**config.mk**
```make
export PLATFORM = sky130hd
export DESIGN_NAME = realtank_soc_bus_out_stage2_flat
export DESIGN_NICKNAME = d
export VERILOG_FILES = /design/src/rtl/realtank_soc_bus_out_stage2_if.sv /design/src/rtl/realtank_soc_bus_out_stage2.sv /design/src/flat_wrapper.sv
export SDC_FILE = /design/constraint.sdc
export NUM_CORES = 1
export LEC_CHECK = 0
export BUFFER_PORTS_ARGS = -buffer_cell sky130_fd_sc_hd__clkbuf_2
export CAP_MARGIN = 10
export CORE_AREA = 10 10 89 91
export DETAILED_ROUTE_END_ITERATION = 10
export DIE_AREA = 0 0 99 101
export GPL_TIMING_DRIVEN = 0
export PLACE_DENSITY_LB_ADDON = 0.2
export RECOVER_POWER = 50
export SLEW_MARGIN = 25
export SYNTH_ARGS = -nofsm -noshare
export SYNTH_HDL_FRONTEND = slang
export SYNTH_SLANG_ARGS = --single-unit
export TNS_END_PERCENT = 30
```
**constraint.sdc**
```tcl
create_clock -name HCLK -period 2 [get_ports HCLK]
set_input_delay 0.3 -clock HCLK [delete_from_list [all_inputs] [get_ports HCLK]]
set_output_delay 0.3 -clock HCLK [all_outputs]
set_load 0.005 [all_outputs]
```
**src/rtl/realtank_soc_bus_out_stage2_if.sv**
```systemverilog
// Bus bundle between the two input-port decoders, the output stage and the MI slave port.
interface realtank_soc_bus_out_stage2_if;
  localparam int unsigned AW = 32;
  localparam int unsigned DW = 32;

  // Decoder port 0
  logic          sel_op0;
  logic [AW-1:0] addr_op0;
  logic [1:0]    trans_op0;
  logic          write_op0;
  logic [2:0]    size_op0;
  logic [2:0]    burst_op0;
  logic [3:0]    prot_op0;
  logic          mastlock_op0;
  logic [DW-1:0] wdata_op0;
  logic          active_op0;
  logic          readyout_op0;
  logic [1:0]    resp_op0;

  // Decoder port 1
  logic          sel_op1;
  logic [AW-1:0] addr_op1;
  logic [1:0]    trans_op1;
  logic          write_op1;
  logic [2:0]    size_op1;
  logic [2:0]    burst_op1;
  logic [3:0]    prot_op1;
  logic          mastlock_op1;
  logic [DW-1:0] wdata_op1;
  logic          active_op1;
  logic          readyout_op1;
  logic [1:0]    resp_op1;

  // MI slave port
  logic          HSELM;
  logic [AW-1:0] HADDRM;
  logic [1:0]    HTRANSM;
  logic          HWRITEM;
  logic [2:0]    HSIZEM;
  logic [2:0]    HBURSTM;
  logic [3:0]    HPROTM;
  logic          HMASTLOCKM;
  logic [DW-1:0] HWDATAM;
  logic          HREADYMUXM;
  logic          HREADYOUTM;
  logic [1:0]    HRESPM;

  // Output stage view: masters the MI bus, serves both decoders
  modport master (
    input  sel_op0, addr_op0, trans_op0, write_op0, size_op0, burst_op0,
           prot_op0, mastlock_op0, wdata_op0,
    input  sel_op1, addr_op1, trans_op1, write_op1, size_op1, burst_op1,
           prot_op1, mastlock_op1, wdata_op1,
    input  HREADYOUTM, HRESPM,
    output active_op0, readyout_op0, resp_op0,
    output active_op1, readyout_op1, resp_op1,
    output HSELM, HADDRM, HTRANSM, HWRITEM, HSIZEM, HBURSTM, HPROTM,
           HMASTLOCKM, HWDATAM, HREADYMUXM
  );

  // Environment view: decoders plus the slave
  modport slave (
    output sel_op0, addr_op0, trans_op0, write_op0, size_op0, burst_op0,
           prot_op0, mastlock_op0, wdata_op0,
    output sel_op1, addr_op1, trans_op1, write_op1, size_op1, burst_op1,
           prot_op1, mastlock_op1, wdata_op1,
    output HREADYOUTM, HRESPM,
    input  active_op0, readyout_op0, resp_op0,
    input  active_op1, readyout_op1, resp_op1,
    input  HSELM, HADDRM, HTRANSM, HWRITEM, HSIZEM, HBURSTM, HPROTM,
           HMASTLOCKM, HWDATAM, HREADYMUXM
  );
endinterface

```
**src/rtl/realtank_soc_bus_out_stage2.sv**
```systemverilog
// AHB-Lite output stage: arbitrates two decoder ports onto one MI slave port,
// keeping bursts and locked sequences on the same port.
module realtank_soc_bus_out_stage2 #(
  parameter int unsigned ARB_MODE = 1
) (
  input logic                          HCLK,
  input logic                          HRESETn,
  realtank_soc_bus_out_stage2_if.master bus
);

  localparam int unsigned AW         = 32;
  localparam int unsigned DW         = 32;
  localparam logic [1:0]  TRANS_IDLE = 2'b00;
  localparam logic [1:0]  RESP_OKAY  = 2'b00;

  // Per-port views of the decoder inputs, index = port number
  logic [1:0]         sel_v;
  logic [1:0]         lock_v;
  logic [1:0]         write_v;
  logic [1:0]         req_v;
  logic [1:0][1:0]    trans_v;
  logic [1:0][2:0]    size_v;
  logic [1:0][2:0]    burst_v;
  logic [1:0][3:0]    prot_v;
  logic [1:0][AW-1:0] addr_v;
  logic [1:0][DW-1:0] wdata_v;

  assign sel_v   = {bus.sel_op1,      bus.sel_op0};
  assign lock_v  = {bus.mastlock_op1, bus.mastlock_op0};
  assign write_v = {bus.write_op1,    bus.write_op0};
  assign trans_v = {bus.trans_op1,    bus.trans_op0};
  assign size_v  = {bus.size_op1,     bus.size_op0};
  assign burst_v = {bus.burst_op1,    bus.burst_op0};
  assign prot_v  = {bus.prot_op1,     bus.prot_op0};
  assign addr_v  = {bus.addr_op1,     bus.addr_op0};
  assign wdata_v = {bus.wdata_op1,    bus.wdata_op0};

  assign req_v[0] = sel_v[0] & (trans_v[0] != TRANS_IDLE);
  assign req_v[1] = sel_v[1] & (trans_v[1] != TRANS_IDLE);

  logic owner_q;
  logic lock_hold_q;
  logic data_valid_q;
  logic data_port_q;
  logic rr_last_q;

  logic hready_c;
  logic hold_c;
  logic contend_c;
  logic grant_c;
  logic addr_sel_c;

  assign hready_c       = bus.HREADYOUTM;
  assign bus.HREADYMUXM = hready_c;

  // BUSY and SEQ both have trans[0] set: the owner is mid-burst and keeps the bus
  assign hold_c    = lock_hold_q | (sel_v[owner_q] & trans_v[owner_q][0]);
  assign contend_c = req_v[0] & req_v[1];

  // Address-phase grant; parks on the current owner when nobody asks
  always_comb begin
    grant_c = owner_q;
    if (!hready_c || hold_c) begin
      grant_c = owner_q;
    end else if (contend_c) begin
      grant_c = (ARB_MODE != 0) ? ~rr_last_q : 1'b0;
    end else if (req_v[0]) begin
      grant_c = 1'b0;
    end else if (req_v[1]) begin
      grant_c = 1'b1;
    end
  end

  // Slave-side buses stay quiet while reset is asserted, even if decoders still drive
  assign addr_sel_c = HRESETn & sel_v[grant_c];

  assign bus.HSELM      = addr_sel_c;
  assign bus.HTRANSM    = addr_sel_c ? trans_v[grant_c] : TRANS_IDLE;
  assign bus.HADDRM     = addr_v[grant_c];
  assign bus.HWRITEM    = write_v[grant_c];
  assign bus.HSIZEM     = size_v[grant_c];
  assign bus.HBURSTM    = burst_v[grant_c];
  assign bus.HPROTM     = prot_v[grant_c];
  assign bus.HMASTLOCKM = addr_sel_c & lock_v[grant_c];

  assign bus.active_op0 = HRESETn & ~grant_c & sel_v[0];
  assign bus.active_op1 = HRESETn &  grant_c & sel_v[1];

  // Data phase: only the port that owns it sees the slave's ready/response
  assign bus.HWDATAM      = wdata_v[data_port_q];
  assign bus.readyout_op0 = (data_valid_q && !data_port_q) ? hready_c : 1'b1;
  assign bus.readyout_op1 = (data_valid_q &&  data_port_q) ? hready_c : 1'b1;
  assign bus.resp_op0     = (data_valid_q && !data_port_q) ? bus.HRESPM : RESP_OKAY;
  assign bus.resp_op1     = (data_valid_q &&  data_port_q) ? bus.HRESPM : RESP_OKAY;

  // Arbitration and data-phase state advance only when the slave accepts a phase
  always_ff @(posedge HCLK or negedge HRESETn) begin
    if (!HRESETn) begin
      owner_q      <= 1'b0;
      lock_hold_q  <= 1'b0;
      data_valid_q <= 1'b0;
      data_port_q  <= 1'b0;
      rr_last_q    <= 1'b1;
    end else if (hready_c) begin
      owner_q      <= grant_c;
      lock_hold_q  <= sel_v[grant_c] & lock_v[grant_c];
      data_valid_q <= addr_sel_c & trans_v[grant_c][1];
      data_port_q  <= grant_c;
      if (contend_c && !hold_c) begin
        rr_last_q <= grant_c;
      end
    end
  end

endmodule

```
**src/flat_wrapper.sv**
```systemverilog
// flat-port wrapper written by rule: the top's interface ports become plain ports
module realtank_soc_bus_out_stage2_flat 
#(
  parameter int unsigned ARB_MODE = 1
)
  (HCLK, HRESETn, bus_sel_op0, bus_addr_op0, bus_trans_op0, bus_write_op0, bus_size_op0, bus_burst_op0, bus_prot_op0, bus_mastlock_op0, bus_wdata_op0, bus_sel_op1, bus_addr_op1, bus_trans_op1, bus_write_op1, bus_size_op1, bus_burst_op1, bus_prot_op1, bus_mastlock_op1, bus_wdata_op1, bus_HREADYOUTM, bus_HRESPM, bus_active_op0, bus_readyout_op0, bus_resp_op0, bus_active_op1, bus_readyout_op1, bus_resp_op1, bus_HSELM, bus_HADDRM, bus_HTRANSM, bus_HWRITEM, bus_HSIZEM, bus_HBURSTM, bus_HPROTM, bus_HMASTLOCKM, bus_HWDATAM, bus_HREADYMUXM);
  realtank_soc_bus_out_stage2_if bus_i ();
  input logic HCLK;
  input logic HRESETn;
  input wire logic [$bits(bus_i.sel_op0)-1:0] bus_sel_op0;
  input wire logic [$bits(bus_i.addr_op0)-1:0] bus_addr_op0;
  input wire logic [$bits(bus_i.trans_op0)-1:0] bus_trans_op0;
  input wire logic [$bits(bus_i.write_op0)-1:0] bus_write_op0;
  input wire logic [$bits(bus_i.size_op0)-1:0] bus_size_op0;
  input wire logic [$bits(bus_i.burst_op0)-1:0] bus_burst_op0;
  input wire logic [$bits(bus_i.prot_op0)-1:0] bus_prot_op0;
  input wire logic [$bits(bus_i.mastlock_op0)-1:0] bus_mastlock_op0;
  input wire logic [$bits(bus_i.wdata_op0)-1:0] bus_wdata_op0;
  input wire logic [$bits(bus_i.sel_op1)-1:0] bus_sel_op1;
  input wire logic [$bits(bus_i.addr_op1)-1:0] bus_addr_op1;
  input wire logic [$bits(bus_i.trans_op1)-1:0] bus_trans_op1;
  input wire logic [$bits(bus_i.write_op1)-1:0] bus_write_op1;
  input wire logic [$bits(bus_i.size_op1)-1:0] bus_size_op1;
  input wire logic [$bits(bus_i.burst_op1)-1:0] bus_burst_op1;
  input wire logic [$bits(bus_i.prot_op1)-1:0] bus_prot_op1;
  input wire logic [$bits(bus_i.mastlock_op1)-1:0] bus_mastlock_op1;
  input wire logic [$bits(bus_i.wdata_op1)-1:0] bus_wdata_op1;
  input wire logic [$bits(bus_i.HREADYOUTM)-1:0] bus_HREADYOUTM;
  input wire logic [$bits(bus_i.HRESPM)-1:0] bus_HRESPM;
  output wire logic [$bits(bus_i.active_op0)-1:0] bus_active_op0;
  output wire logic [$bits(bus_i.readyout_op0)-1:0] bus_readyout_op0;
  output wire logic [$bits(bus_i.resp_op0)-1:0] bus_resp_op0;
  output wire logic [$bits(bus_i.active_op1)-1:0] bus_active_op1;
  output wire logic [$bits(bus_i.readyout_op1)-1:0] bus_readyout_op1;
  output wire logic [$bits(bus_i.resp_op1)-1:0] bus_resp_op1;
  output wire logic [$bits(bus_i.HSELM)-1:0] bus_HSELM;
  output wire logic [$bits(bus_i.HADDRM)-1:0] bus_HADDRM;
  output wire logic [$bits(bus_i.HTRANSM)-1:0] bus_HTRANSM;
  output wire logic [$bits(bus_i.HWRITEM)-1:0] bus_HWRITEM;
  output wire logic [$bits(bus_i.HSIZEM)-1:0] bus_HSIZEM;
  output wire logic [$bits(bus_i.HBURSTM)-1:0] bus_HBURSTM;
  output wire logic [$bits(bus_i.HPROTM)-1:0] bus_HPROTM;
  output wire logic [$bits(bus_i.HMASTLOCKM)-1:0] bus_HMASTLOCKM;
  output wire logic [$bits(bus_i.HWDATAM)-1:0] bus_HWDATAM;
  output wire logic [$bits(bus_i.HREADYMUXM)-1:0] bus_HREADYMUXM;
  assign bus_i.sel_op0 = bus_sel_op0;
  assign bus_i.addr_op0 = bus_addr_op0;
  assign bus_i.trans_op0 = bus_trans_op0;
  assign bus_i.write_op0 = bus_write_op0;
  assign bus_i.size_op0 = bus_size_op0;
  assign bus_i.burst_op0 = bus_burst_op0;
  assign bus_i.prot_op0 = bus_prot_op0;
  assign bus_i.mastlock_op0 = bus_mastlock_op0;
  assign bus_i.wdata_op0 = bus_wdata_op0;
  assign bus_i.sel_op1 = bus_sel_op1;
  assign bus_i.addr_op1 = bus_addr_op1;
  assign bus_i.trans_op1 = bus_trans_op1;
  assign bus_i.write_op1 = bus_write_op1;
  assign bus_i.size_op1 = bus_size_op1;
  assign bus_i.burst_op1 = bus_burst_op1;
  assign bus_i.prot_op1 = bus_prot_op1;
  assign bus_i.mastlock_op1 = bus_mastlock_op1;
  assign bus_i.wdata_op1 = bus_wdata_op1;
  assign bus_i.HREADYOUTM = bus_HREADYOUTM;
  assign bus_i.HRESPM = bus_HRESPM;
  assign bus_active_op0 = bus_i.active_op0;
  assign bus_readyout_op0 = bus_i.readyout_op0;
  assign bus_resp_op0 = bus_i.resp_op0;
  assign bus_active_op1 = bus_i.active_op1;
  assign bus_readyout_op1 = bus_i.readyout_op1;
  assign bus_resp_op1 = bus_i.resp_op1;
  assign bus_HSELM = bus_i.HSELM;
  assign bus_HADDRM = bus_i.HADDRM;
  assign bus_HTRANSM = bus_i.HTRANSM;
  assign bus_HWRITEM = bus_i.HWRITEM;
  assign bus_HSIZEM = bus_i.HSIZEM;
  assign bus_HBURSTM = bus_i.HBURSTM;
  assign bus_HPROTM = bus_i.HPROTM;
  assign bus_HMASTLOCKM = bus_i.HMASTLOCKM;
  assign bus_HWDATAM = bus_i.HWDATAM;
  assign bus_HREADYMUXM = bus_i.HREADYMUXM;
  realtank_soc_bus_out_stage2 #(.ARB_MODE(ARB_MODE)) u_core (.HCLK(HCLK), .HRESETn(HRESETn), .bus(bus_i));
endmodule
```
==> results.cfg <==
[critical_path]
cpMostUsedCell = a31oi_4
slowest_stage = dfrtp_1
worstPathCellList = and2b_4, a31oi_4, a31oi_4, buf_12, buf_4, mux2_2, clkbuf_2
critPathCaptureType = output pin
critPathKind = flop to output pin
start_kind = flop
crit_fanout = 6
arrival_ns = 1.88
slowest_delay_ns = 0.36
crit_required_ns = 1.70

[global_routing]
gr-total-overflow = 0
grt_max_degree = 11
grt_pass1_wl_microns = 13120
grt_pass1_vias = 2290
antenna_found_initial = 0
grt_usage_pct = 16.07

[route]
wire_per_inst_microns = 19.07
drt_iter0_markers = 29
via_count = 1972
drc_errors = 0
drtAntennaViolNets = 0
drt-vias-per-instance = 4.241
wl_microns = 8866
first_pass_iters = 4

[synthesis]
synth_area_sq_um = 1256
avgSynthCellArea_sq_um = 10.13
ys_seq_area_share_pct = 8.068
synth_top_cell_area_share_pct = 68.13
synth-seq-cells = 4
netlist_top_cells_area = mux2_2, dfrtp_1, buf_4, dfstp_2, and3_1
yosys_warnings = 0
synth_cells = 124
synth.distinct_cells = 24
yosysTopAreaCell = mux2_2
synth_fp_nets = 287

[placed_design]
pre_cts_slack_ns = -0.1130
port_buffers = 250
dpl.hpwl_microns = 7878
dp.cells = 451
place_congestion = 0.8100

[sta]
setup_tns_ns = -6.447
skew_ns = 0.001850
setup_viol = 48
fin_crit_ns = 2.181
fin_ws_ns = -0.1809
clock.fmax_mhz = 458.5
period_share_pct = 109.0
finalHoldViolations = 0
rsz0062_at_grt = true
worst_pin_slew_ns = 0.3425
slew_violations = 0
slew_headroom_pct = 77.10

[floorplanning]
initial_core_util_pct = 20.25
rows = 29
die_w_microns = 99
core-area_sq_um = 6205
die_h_microns = 101
fp.dieArea_sq_um = 9999
ios = 251

[job]
drv_cap = 0

[status]
failed_checks = setup timing
status = complete, but fails checks

[power_and_ir_drop]
powerDensity_nw_per_um2 = 838.8
p_leak_nw = 1.698
vdd_drop_max_mv = 0.3880

[finish]
antennaDiodeCount = 0
n_fill_cell = 634
drive_above_1_share_pct = 90.98
fin_cells = 465
final_nets = 552
area_growth_pct = 130.6

[worst_hold_path]
hold_path.class = input port to asynchronous set/reset pin

[cts]
cts_tree = done
clockRootBuffer = clkbuf_8
cts_buffer_depth = 2
clk_pin_slew_worst_paths_ns = 0.03
cts_num_sinks = 4
cts_buffers = 3
cts_max_level = 1
clk_latency_ns = 0.22
area by class of cell:
type                            count  area [sq um]  area share [%]
Multi-Input combinational cell    111          1206           41.64
Sequential cell                     4         101.3           3.499
Timing Repair Buffer              259          1348           46.52
Buffer                             10         100.1           3.456
Clock buffer                        4         45.04           1.555
Tap cell                           77         96.34           3.326
cell families after synthesis:
family | share of synthesized area [%]
and+or+nand+nor | 10.46
xor gates and xnor gates | 0.6973
muxes | 69.72
DFF | 8.068
AOI/OAI and AO/OA | 6.174
buffers and inverters | 4.880
worst max-delay path, delay by kind of cell, from the launching register on:
kind | cells | cell delay, ns
multiplexers | 1 | 0.33
flip-flops | 1 | 0.36
buffers and inverters | 3 | 0.40
AND/OR/NAND/NOR | 1 | 0.27
AO/OA/AOI/OAI | 2 | 0.29
flip-flops by register name, summed over array words and instances (netlist names):
register / cells
u_core.data_port_q: 1
u_core.data_valid_q: 1
u_core.lock_hold_q: 1
u_core.rr_last_q: 1
final timing paths:
check                                   start                   to  slack (ns)  cells past startpoint
min in group HCLK              bus_HREADYOUTM  u_core.data_valid_q        0.38                      2
setup reg to reg           u_core.lock_hold_q   u_core.lock_hold_q        0.18                      8
hold / removal                        HRESETn     u_core.rr_last_q        0.23                      1
hold reg to reg            u_core.lock_hold_q   u_core.lock_hold_q        0.49                      1
setup / recovery           u_core.lock_hold_q          bus_HWRITEM       -0.18                      7
max in group asynchronous             HRESETn   u_core.data_port_q        1.15                      2
cell usage after synthesis:
cell / number
dfstp_2: 1
dfrtp_1: 3
xor2_1: 1
or3b_1: 1
buf_2: 1
nor2b_1: 2
and3_1: 4
a31oi_4: 1
nand4_1: 1
mux2i_1: 2
and2b_4: 1
a31oi_2: 1
nand2_1: 5
o21ai_0: 1
nand2b_1: 2
o2111a_1: 1
nor2_1: 3
o21a_1: 2
and2_1: 3
mux2_2: 76
buf_1: 3
a31oi_1: 2
nand3b_1: 1
buf_4: 6
layer usage:
layer | global-route usage [%] | part of all wire (%) | wire, microns | up-vias
met5 | 0 | 0 | 0 | -
met4 | 1.213 | 0.34 | 30 | 0
met3 | 4.595 | 6.0 | 535 | 4
met2 | 33.47 | 61 | 5368 | 65
met1 | 15.52 | 33 | 2931 | 908
li1 | - | - | - | 995
power by group:
part           internal (mW)  switching (mW)
clock network          0.136          0.0461
logic                   1.26           0.844
registers              0.115          0.0232
total                   1.52           0.914
per-stage QoR:
stage	power, mW	hold slack [ns]	util [%]	area, sq um
6_report	2.430	0.2343	46.68	2897
5_1_grt	2.619	0.2745	46.68	2897
4_1_cts	2.421	0.1169	46.18	2865
3_5_place_dp	1.911	0.1617	41.96	2604
3_3_place_gp	1.899	0.1608	41.96	2604
2_1_floorplan	1.151	0.004409	-	1256
placed cells by master, fill, tap and decap left out:
cell | synthesis | routed
a31oi_4 | 1 | 3
mux2_4 | 0 | 17
nand2b_1 | 2 | 2
and2b_4 | 1 | 1
nand2_1 | 5 | 5
o21a_1 | 2 | 2
nor2b_1 | 2 | 2
buf_2 | 1 | 3
mux2i_1 | 2 | 1
a31oi_2 | 1 | 1
mux2i_4 | 0 | 1
clkbuf_8 | 0 | 3
or3b_1 | 1 | 1
buf_6 | 0 | 8
dfrtp_1 | 3 | 3
nand3b_1 | 1 | 1
dlygate4sd3_1 | 0 | 1
o2111a_1 | 1 | 1
clkbuf_2 | 0 | 247
and3_1 | 4 | 4
buf_4 | 6 | 4
nor2_1 | 3 | 3
buf_12 | 0 | 2
and2_1 | 3 | 3
clkbuf_4 | 0 | 3
dfstp_2 | 1 | 1
a31oi_1 | 2 | 1
clkbuf_1 | 0 | 2
nand4_1 | 1 | 1
xor2_1 | 1 | 1
o21ai_0 | 1 | 1
mux2_2 | 76 | 59
what timing repair did:
action | CTS | global route
pin swaps | 0 | 1
setup endpoints to repair | 75 | 76
gates cloned | 4 | 0
hold endpoints to repair | 3 | 0
setup buffers | 5 | 0
gates resized for setup | 34 | 10
hold buffers | 1 | 0
No activity file was read; power rests on OpenSTA's default activity.
